**src/rtl/alu_pkg.sv**
```systemverilog
// Shared ALU datapath definitions: word width, the word type and the
// saturation limits used by the adder when FULL_ADDER_SIGNED_SATURATE_EN
// is defined.
package alu_pkg;

  localparam int ALU_WIDTH = 16;

  typedef logic [ALU_WIDTH-1:0] word_t;

  // Most positive and most negative two's-complement words.
  localparam word_t SAT_MAX = {1'b0, {(ALU_WIDTH-1){1'b1}}};
  localparam word_t SAT_MIN = {1'b1, {(ALU_WIDTH-1){1'b0}}};

endpackage : alu_pkg

```
**src/rtl/full_adder_bit.sv**
```systemverilog
// One-bit combinational full-adder cell, the building block of the ripple chain.
module full_adder_bit (
  input  logic a_i,
  input  logic b_i,
  input  logic cin_i,
  output logic s_o,
  output logic cout_o
);

  logic prop;

  // Propagate term is shared by the sum and the carry.
  always_comb begin
    prop   = a_i ^ b_i;
    s_o    = prop ^ cin_i;
    cout_o = (a_i & b_i) | (cin_i & prop);
  end

endmodule : full_adder_bit

```
**src/rtl/full_adder_signed_16bit.sv**
```systemverilog
// Registered two's-complement ripple-carry adder: S = A + B + Cin with
// unsigned carry-out and signed overflow, one cycle of latency.
// Optional build macro FULL_ADDER_SIGNED_SATURATE_EN clamps S on signed
// overflow; Cout and Overflow always report the raw flags.
module full_adder_signed_16bit
  import alu_pkg::*;
#(
  parameter int WIDTH = ALU_WIDTH
) (
  input  logic             clk,
  input  logic             rst_n,
  input  logic [WIDTH-1:0] A,
  input  logic [WIDTH-1:0] B,
  input  logic             Cin,
  output logic [WIDTH-1:0] S,
  output logic             Cout,
  output logic             Overflow
);

  logic [WIDTH-1:0] sum_raw;
  logic             carry_out_msb;
  logic             carry_into_msb;
  logic             ovf_raw;

  logic [WIDTH-1:0] sum_d, sum_q;
  logic             cout_d, cout_q;
  logic             ovf_d, ovf_q;

  // Ripple chain. Each stage keeps its own carry nets so the chain is a
  // set of distinct signals rather than one self-referencing vector.
  for (genvar gi = 0; gi < WIDTH; gi++) begin : g_bit
    logic c_in;
    logic c_out;
    logic s_bit;

    if (gi == 0) begin : g_lsb
      assign c_in = Cin;
    end else begin : g_chain
      assign c_in = g_bit[gi-1].c_out;
    end

    full_adder_bit u_cell (
      .a_i   (A[gi]),
      .b_i   (B[gi]),
      .cin_i (c_in),
      .s_o   (s_bit),
      .cout_o(c_out)
    );

    assign sum_raw[gi] = s_bit;
  end

  assign carry_out_msb  = g_bit[WIDTH-1].c_out;
  assign carry_into_msb = g_bit[WIDTH-1].c_in;

`ifdef FULL_ADDER_SIGNED_SATURATE_EN
  // Width-generic forms of alu_pkg::SAT_MAX / SAT_MIN.
  localparam logic [WIDTH-1:0] SAT_POS = {1'b0, {(WIDTH-1){1'b1}}};
  localparam logic [WIDTH-1:0] SAT_NEG = {1'b1, {(WIDTH-1){1'b0}}};

  // Next-state: raw flags, sum clamped toward the sign of the operands on overflow.
  always_comb begin
    ovf_raw = carry_out_msb ^ carry_into_msb;
    cout_d  = carry_out_msb;
    ovf_d   = ovf_raw;
    sum_d   = sum_raw;
    if (ovf_raw) begin
      // Overflow only happens with equal operand signs, so A's MSB picks the rail.
      sum_d = A[WIDTH-1] ? SAT_NEG : SAT_POS;
    end
  end
`else
  // Next-state: wrapped sum and raw flags.
  always_comb begin
    ovf_raw = carry_out_msb ^ carry_into_msb;
    cout_d  = carry_out_msb;
    ovf_d   = ovf_raw;
    sum_d   = sum_raw;
  end
`endif

  // Output registers; asynchronous reset discards any in-flight result.
  always_ff @(posedge clk or negedge rst_n) begin
    if (!rst_n) begin
      sum_q  <= '0;
      cout_q <= 1'b0;
      ovf_q  <= 1'b0;
    end else begin
      sum_q  <= sum_d;
      cout_q <= cout_d;
      ovf_q  <= ovf_d;
    end
  end

  assign S        = sum_q;
  assign Cout     = cout_q;
  assign Overflow = ovf_q;

endmodule : full_adder_signed_16bit

```
**config.mk**
```make
export PLATFORM = sky130hd
export DESIGN_NAME = full_adder_signed_16bit
export DESIGN_NICKNAME = d
export VERILOG_FILES = /design/src/rtl/alu_pkg.sv /design/src/rtl/full_adder_bit.sv /design/src/rtl/full_adder_signed_16bit.sv
export SDC_FILE = /design/constraint.sdc
export NUM_CORES = 1
export LEC_CHECK = 0
export CAP_MARGIN = 15
export CORE_MARGIN = 4
export CORE_UTILIZATION = 37
export CTS_BUF_LIST = sky130_fd_sc_hd__clkbuf_16
export CTS_CLUSTER_SIZE = 28
export DETAILED_ROUTE_END_ITERATION = 10
export PLACE_DENSITY = 0.86
export SLEW_MARGIN = 20
export SYNTH_ARGS = -nofsm -noshare
export SYNTH_HDL_FRONTEND = slang
export SYNTH_HIERARCHICAL = 1
export SYNTH_SLANG_ARGS = --single-unit
```
**constraint.sdc**
```tcl
create_clock -name clk -period 1.1 [get_ports clk]
set_input_delay 0.22 -clock clk [delete_from_list [all_inputs] [get_ports clk]]
set_output_delay 0.22 -clock clk [all_outputs]
set_load 0.02 [all_outputs]
```
Yosys cells after proc, flatten, opt, wreduce, memory -nomap -nowiden --
Index checks and enable logic that the tools add are counted.
Storage, ports and cells: bits in registers 18, bits of input ports 35, output and inout bits 18, word-level logic and storage cells 84
Operators by class: bitwise logic cells 81
Operators with widths (number):
- 1-bit XOR | 33
- 1-bit AND | 32
- 1-bit OR | 16

Logic depth before layout (Yosys ltp) --
depth in word-level cells 34, depth in mapped cells 17, mapped depth without buffers 17

Hierarchy --
The synthesis kept the hierarchy.
Modules (own cells, without submodules):
- full_adder_signed_16bit | times used 1, cells an instance 19, area an instance 459.2 µm², seq. area each 450.4 µm²
- full_adder_bit | times used 16, cells an instance 1, area an instance 20.0 µm², seq. area each 0.0 µm²

Worst setup path after synthesis --
OpenSTA, ideal clock, no wires.
kind input -> register, start point input A[0], end point register ovf_q (netlist: Overflow), setup time 0.124 ns, arrival 6.533 ns, required time 0.976 ns, path slack -5.557 ns, cell stages on the path 17, buffers on the path 0, cells stage by stage fa_1 -> fa_1 -> fa_1 -> fa_1 -> fa_1 -> fa_1 -> fa_1 -> fa_1 -> fa_1 -> fa_1 -> fa_1 -> fa_1 -> fa_1 -> fa_1 -> fa_1 -> fa_1 -> xor2_1
Between the ends: word-level cells in the longest chain between the ends 34, elaborated cells between the ends (all ways) 35, those cells by class 35 x bitwise
RTL lines:
- start, declared | line full_adder_signed_16bit.sv:12 | input logic [WIDTH-1:0] A,
- 1-bit XOR | line full_adder_bit.sv:14 | prop = a_i ^ b_i;
- 1-bit AND | line full_adder_bit.sv:16 | cout_o = (a_i & b_i) | (cin_i & prop);
- 1-bit OR (*) | line full_adder_bit.sv:16
- 1-bit AND (*) | line full_adder_bit.sv:16
- 1-bit OR (*) | line full_adder_bit.sv:16
- via g_bit[1].c_out | line full_adder_signed_16bit.sv:33 | logic c_out;
- 1-bit AND (*) | line full_adder_bit.sv:16
- 1-bit OR (*) | line full_adder_bit.sv:16
- via g_bit[2].c_out | line full_adder_signed_16bit.sv:33
- [... 2 more ...]
- via g_bit[3].c_out | line full_adder_signed_16bit.sv:33
- [... 2 more ...]
- via g_bit[4].c_out | line full_adder_signed_16bit.sv:33
- [... 2 more ...]
- via g_bit[5].c_out | line full_adder_signed_16bit.sv:33
- [... 2 more ...]
- via g_bit[6].c_out | line full_adder_signed_16bit.sv:33
- [... 2 more ...]
- via g_bit[7].c_out | line full_adder_signed_16bit.sv:33
- [... 2 more ...]
- via g_bit[8].c_out | line full_adder_signed_16bit.sv:33
- [... 2 more ...]
- via g_bit[10].c_in | line full_adder_signed_16bit.sv:32 | logic c_in;
- [... 2 more ...]
- via g_bit[10].c_out | line full_adder_signed_16bit.sv:33
- [... 2 more ...]
- via g_bit[11].c_out | line full_adder_signed_16bit.sv:33
- [... 2 more ...]
- via g_bit[12].c_out | line full_adder_signed_16bit.sv:33
- [... 2 more ...]
- via g_bit[13].c_out | line full_adder_signed_16bit.sv:33
- 1-bit AND (*) | line full_adder_bit.sv:16
- 1-bit OR (*) | line full_adder_bit.sv:16
- via carry_into_msb | line full_adder_signed_16bit.sv:22 | logic carry_into_msb;
- 1-bit AND (*) | line full_adder_bit.sv:16
- 1-bit OR (*) | line full_adder_bit.sv:16
- via carry_out_msb | line full_adder_signed_16bit.sv:21 | logic carry_out_msb;
- 1-bit XOR (*) | line full_adder_signed_16bit.sv:75 | ovf_raw = carry_out_msb ^ carry_into_msb;
- via ovf_d | line full_adder_signed_16bit.sv:27 | logic ovf_d, ovf_q;
- end signal, assigned | line full_adder_signed_16bit.sv:91 | ovf_q <= ovf_d;
- end, declared | line full_adder_signed_16bit.sv:27
Mark *: on every way through the listed nets, which the timed path passes. The rest lies on a longest branch.

Worst setup path after layout --
start point input A[0], end point register ovf_q (netlist: Overflow)
Between the ends: word-level cells in the longest chain between the ends 34, elaborated cells between the ends (all ways) 35, those cells by class 35 x bitwise
RTL lines (line):
- 1-bit XOR | full_adder_bit.sv:14
- 1-bit AND | full_adder_bit.sv:16
- 1-bit OR (*) | full_adder_bit.sv:16
- via g_bit[0].c_out | full_adder_signed_16bit.sv:33
- 1-bit AND (*) | full_adder_bit.sv:16
- 1-bit OR (*) | full_adder_bit.sv:16
- via g_bit[1].c_out | full_adder_signed_16bit.sv:33
- 1-bit AND (*) | full_adder_bit.sv:16
- [... 1 more ...]
- via g_bit[2].c_out | full_adder_signed_16bit.sv:33
- [... 2 more ...]
- via g_bit[3].c_out | full_adder_signed_16bit.sv:33
- [... 2 more ...]
- via g_bit[4].c_out | full_adder_signed_16bit.sv:33
- [... 2 more ...]
- via g_bit[5].c_out | full_adder_signed_16bit.sv:33
- [... 2 more ...]
- via g_bit[6].c_out | full_adder_signed_16bit.sv:33
- [... 2 more ...]
- via g_bit[7].c_out | full_adder_signed_16bit.sv:33
- [... 2 more ...]
- via g_bit[8].c_out | full_adder_signed_16bit.sv:33
- [... 2 more ...]
- via g_bit[10].c_in | full_adder_signed_16bit.sv:32
- [... 2 more ...]
- via g_bit[10].c_out | full_adder_signed_16bit.sv:33
- [... 2 more ...]
- via g_bit[11].c_out | full_adder_signed_16bit.sv:33
- [... 2 more ...]
- via g_bit[12].c_out | full_adder_signed_16bit.sv:33
- [... 2 more ...]
- via g_bit[13].c_out | full_adder_signed_16bit.sv:33
- 1-bit AND (*) | full_adder_bit.sv:16
- 1-bit OR (*) | full_adder_bit.sv:16
- via carry_into_msb | full_adder_signed_16bit.sv:22
- 1-bit AND (*) | full_adder_bit.sv:16
- 1-bit OR (*) | full_adder_bit.sv:16
- via carry_out_msb | full_adder_signed_16bit.sv:21
- 1-bit XOR (*) | full_adder_signed_16bit.sv:75
- via ovf_d | full_adder_signed_16bit.sv:27
Marked as above.

==> summary.txt <==
======================================================================================
Slowest stage delay, CP                                                        0.38 ns
TritonCTS clock tree                                                               yes
Post-CTS Hold Fix Bufs                                                               0
Clock buffers created by TritonCTS                                                   3
Remaining routing DRC violations                                                     0
Post-route ant nets                                                                  0
Slowest cell on crit path                                                 sky130_fd_sc_hd__fa_2
Biggest area contributors in the synthesized netlist                      sky130_fd_sc_hd__dfrtp_1 58%, sky130_fd_sc_hd__fa_1 41%, sky130_fd_sc_hd__xor2_1 1.1%
Critical Path AT                                                               6.10 ns
Per-cell via count in the routed design                                           4.27
Vias in the first global route                                                     591
Grt ovf                                                                              0
Pin count of the biggest net entering global routing                                19
First-pass GRT wire length                                                     2.65 mm
Number of H-tree levels                                                              1
I/O Buffers                                                                         52
Top-area cell type share of the netlist area                                     57.8%
Vertical die dimension                                                         53.9 µm
Launching element type of the critical path                                 input port
Area of the die                                                            0.00291 mm²
Pleak                                                                         0.579 nW
Max Root-Sink Buffers                                                                2
Total track usage                                                                13.9%
Total routed wirelength                                                        1.79 mm
Setup repair after global routing missed its margin                                yes
Worst endpoint required time                                                   1.23 ns
Clock sink count                                                                    18
Syn-to-layout area delta                                                         80.3%
Syn Nets                                                                            86
Post-route setup slack                                                        -4.87 ns
Path type of the worst setup path                                         input port to flop
Filler-free cell count of the finished design                                      120
Drt first-iter violations                                                            2
Combined area of all synthesized cells                                         779 µm²
Number of antenna diodes                                                             0
I/O pin count                                                                       53
Worst-margin pin slew                                                         0.219 ns
Maximum ir drop on the vdd rail                                               0.901 mV
Setup_tns                                                                    -45.42 ns
Cell-by-cell trace of the critical path                                   buf_6 -> fa_2 -> fa_2 -> fa_2 -> fa_2 -> fa_2 -> fa_2 -> fa_2 -> fa_2 -> fa_2 -> fa_2 -> fa_2 -> fa_2 -> fa_2 -> fa_2 -> fa_2 -> fa_2 -> xor2_1
Number of distinct standard cells referenced by the synthesized netlist              3
Floorplan row count                                                                 16
Total chip power                                                               2.17 mW
Number of nets in the finished design                                              145
Run status                                                                finished with violations
Violated checks                                                           negative setup slack
Count of filler cells inserted in the layout                                       124
Critical path peak fanout                                                            2
Class of the tightest hold or removal check                               input port to flop
Routed wire per std cell                                                       15.0 µm
Synthesized instance count                                                          35
Clk root buf                                                              sky130_fd_sc_hd__clkbuf_16
Proportion of synthesized chip area in sequential cells                          57.8%
Routability-driven placement congestion ratio                                    0.586
Vias after detailed routing                                                        512
Post-route clock period utilization                                               542%
Cell type with the largest total area after synthesis                     sky130_fd_sc_hd__dfrtp_1
Buffers plus inverters on the worst setup path                                       1
Total number of yosys warnings                                                       6
Standard cell core area                                                    0.00198 mm²
Total power per unit cell area                                             1550 mW/mm²
Initial cell density of the core                                                 39.3%
Clock-pin slew on the worst setup and hold paths                               0.05 ns
Post-synthesis register bit count                                                   18
Number of cells after detailed placement                                           115
Critical path's most frequent cell                                        sky130_fd_sc_hd__fa_2
Max-Cap Viols                                                                        0
Hpwl dp                                                                        1.54 mm
Avg Cell Area, Syn                                                            22.3 µm²
Die X                                                                          53.9 µm
Worst slew margin                                                                85.4%
Highest clock rate                                                             168 MHz
Layout cell share with drive strength beyond 1                                   45.2%
Antenna violations before repair                                                     0
Total setup violations reported at the end of the flow                              16
Number of iterations in the first detailed-routing pass                              2
Minimum clock period                                                           5.97 ns
Total count of hold-check failures in the final report                               0
Dominant delay contributor by cell family on the critical path             adder cells
Crit path capture type                                                            flop
Final count of pins violating max slew                                               0
======================================================================================
-- cells in the mapped netlist --
| master | count |
|---|---|
| sky130_fd_sc_hd__dfrtp_1 | 18 |
| sky130_fd_sc_hd__fa_1 | 16 |
| sky130_fd_sc_hd__xor2_1 | 1 |
-- layer usage --
| metal | share of wire, % | GRT usage, % |
|---|---|---|
| met2 | 53 | 25.6 |
| met4 | 1.2 | 6.38 |
| met3 | 14 | 4.16 |
| met5 | 0 | 0 |
| met1 | 32 | 14.1 |
-- registers in the layout (all words and copies together), names as in the netlist --
signal	count
Cout	1
S	16
Overflow	1
-- cells in the final DEF (no fill, tap or decap) --
cell type / n
sky130_fd_sc_hd__fa_2: 16
sky130_fd_sc_hd__dfrtp_1: 18
sky130_fd_sc_hd__buf_2: 12
sky130_fd_sc_hd__clkdlybuf4s50_1: 30
sky130_fd_sc_hd__clkinv_1: 1
sky130_fd_sc_hd__buf_6: 1
sky130_fd_sc_hd__clkbuf_16: 3
sky130_fd_sc_hd__clkdlybuf4s15_2: 6
sky130_fd_sc_hd__xor2_1: 1
sky130_fd_sc_hd__dlygate4sd2_1: 1
sky130_fd_sc_hd__clkbuf_2: 2
sky130_fd_sc_hd__buf_4: 2
-- area by class of cell --
cell class,count,area (µm²),area share [%]
clock buffer,3,75.1,5.34
timing repair buffer,54,473,33.7
tap,27,33.8,2.40
clock inverter,1,3.75,0.267
sequential,18,450,32.1
multi-input combinational,17,369,26.3
-- power by group --
part / switching (mW) / leakage, nW / internal, mW
Clock: 0.227 / 0.0385 / 0.482
Combinational: 0.342 / 0.330 / 0.304
Sequential: 0.0291 / 0.210 / 0.789
Total: 0.598 / 0.579 / 1.57
-- what timing repair did --
action / in CTS / in global routing
setup endpoints to repair: 35 / 28
resized for setup: 66 / 12
setup buffers: 1 / 0
pin swaps: 1 / 0
hold endpoints to repair: 0 / 0
-- final timing paths --
path	slack [ns]	endpoint	cells past startpoint	start
max	-4.87	Overflow	18	A[0]
min	0.28	S[0]	2	A[0]
max in group asynchronous	0.61	S[14]	2	rst_n
min in group asynchronous	0.31	S[7]	2	rst_n
-- through the flow --
step	instance area (µm²)	utilization [%]	worst slack (ns)	hold WS (ns)
after floorplan	820	-	-4.90	-0.0756
after global placement	1380	69.7	-5.47	0.565
after detailed placement	1380	69.7	-5.55	0.565
after CTS	1480	74.6	-4.90	0.277
after global routing	1410	70.9	-4.98	0.276
final	1410	70.9	-4.87	0.279
-- cell families (layout without fill, tap and decap cells) --
kind of cell             count (synthesis)  in the layout  share of synthesized area, %
flip-flops                              18             18                          57.8
adder cells (fa/ha/maj)                 16             16                          41.1
buffers and inverters                    0             58                             0
XOR/XNOR                                 1              1                          1.12
No activity file was read; power rests on OpenSTA's default activity.
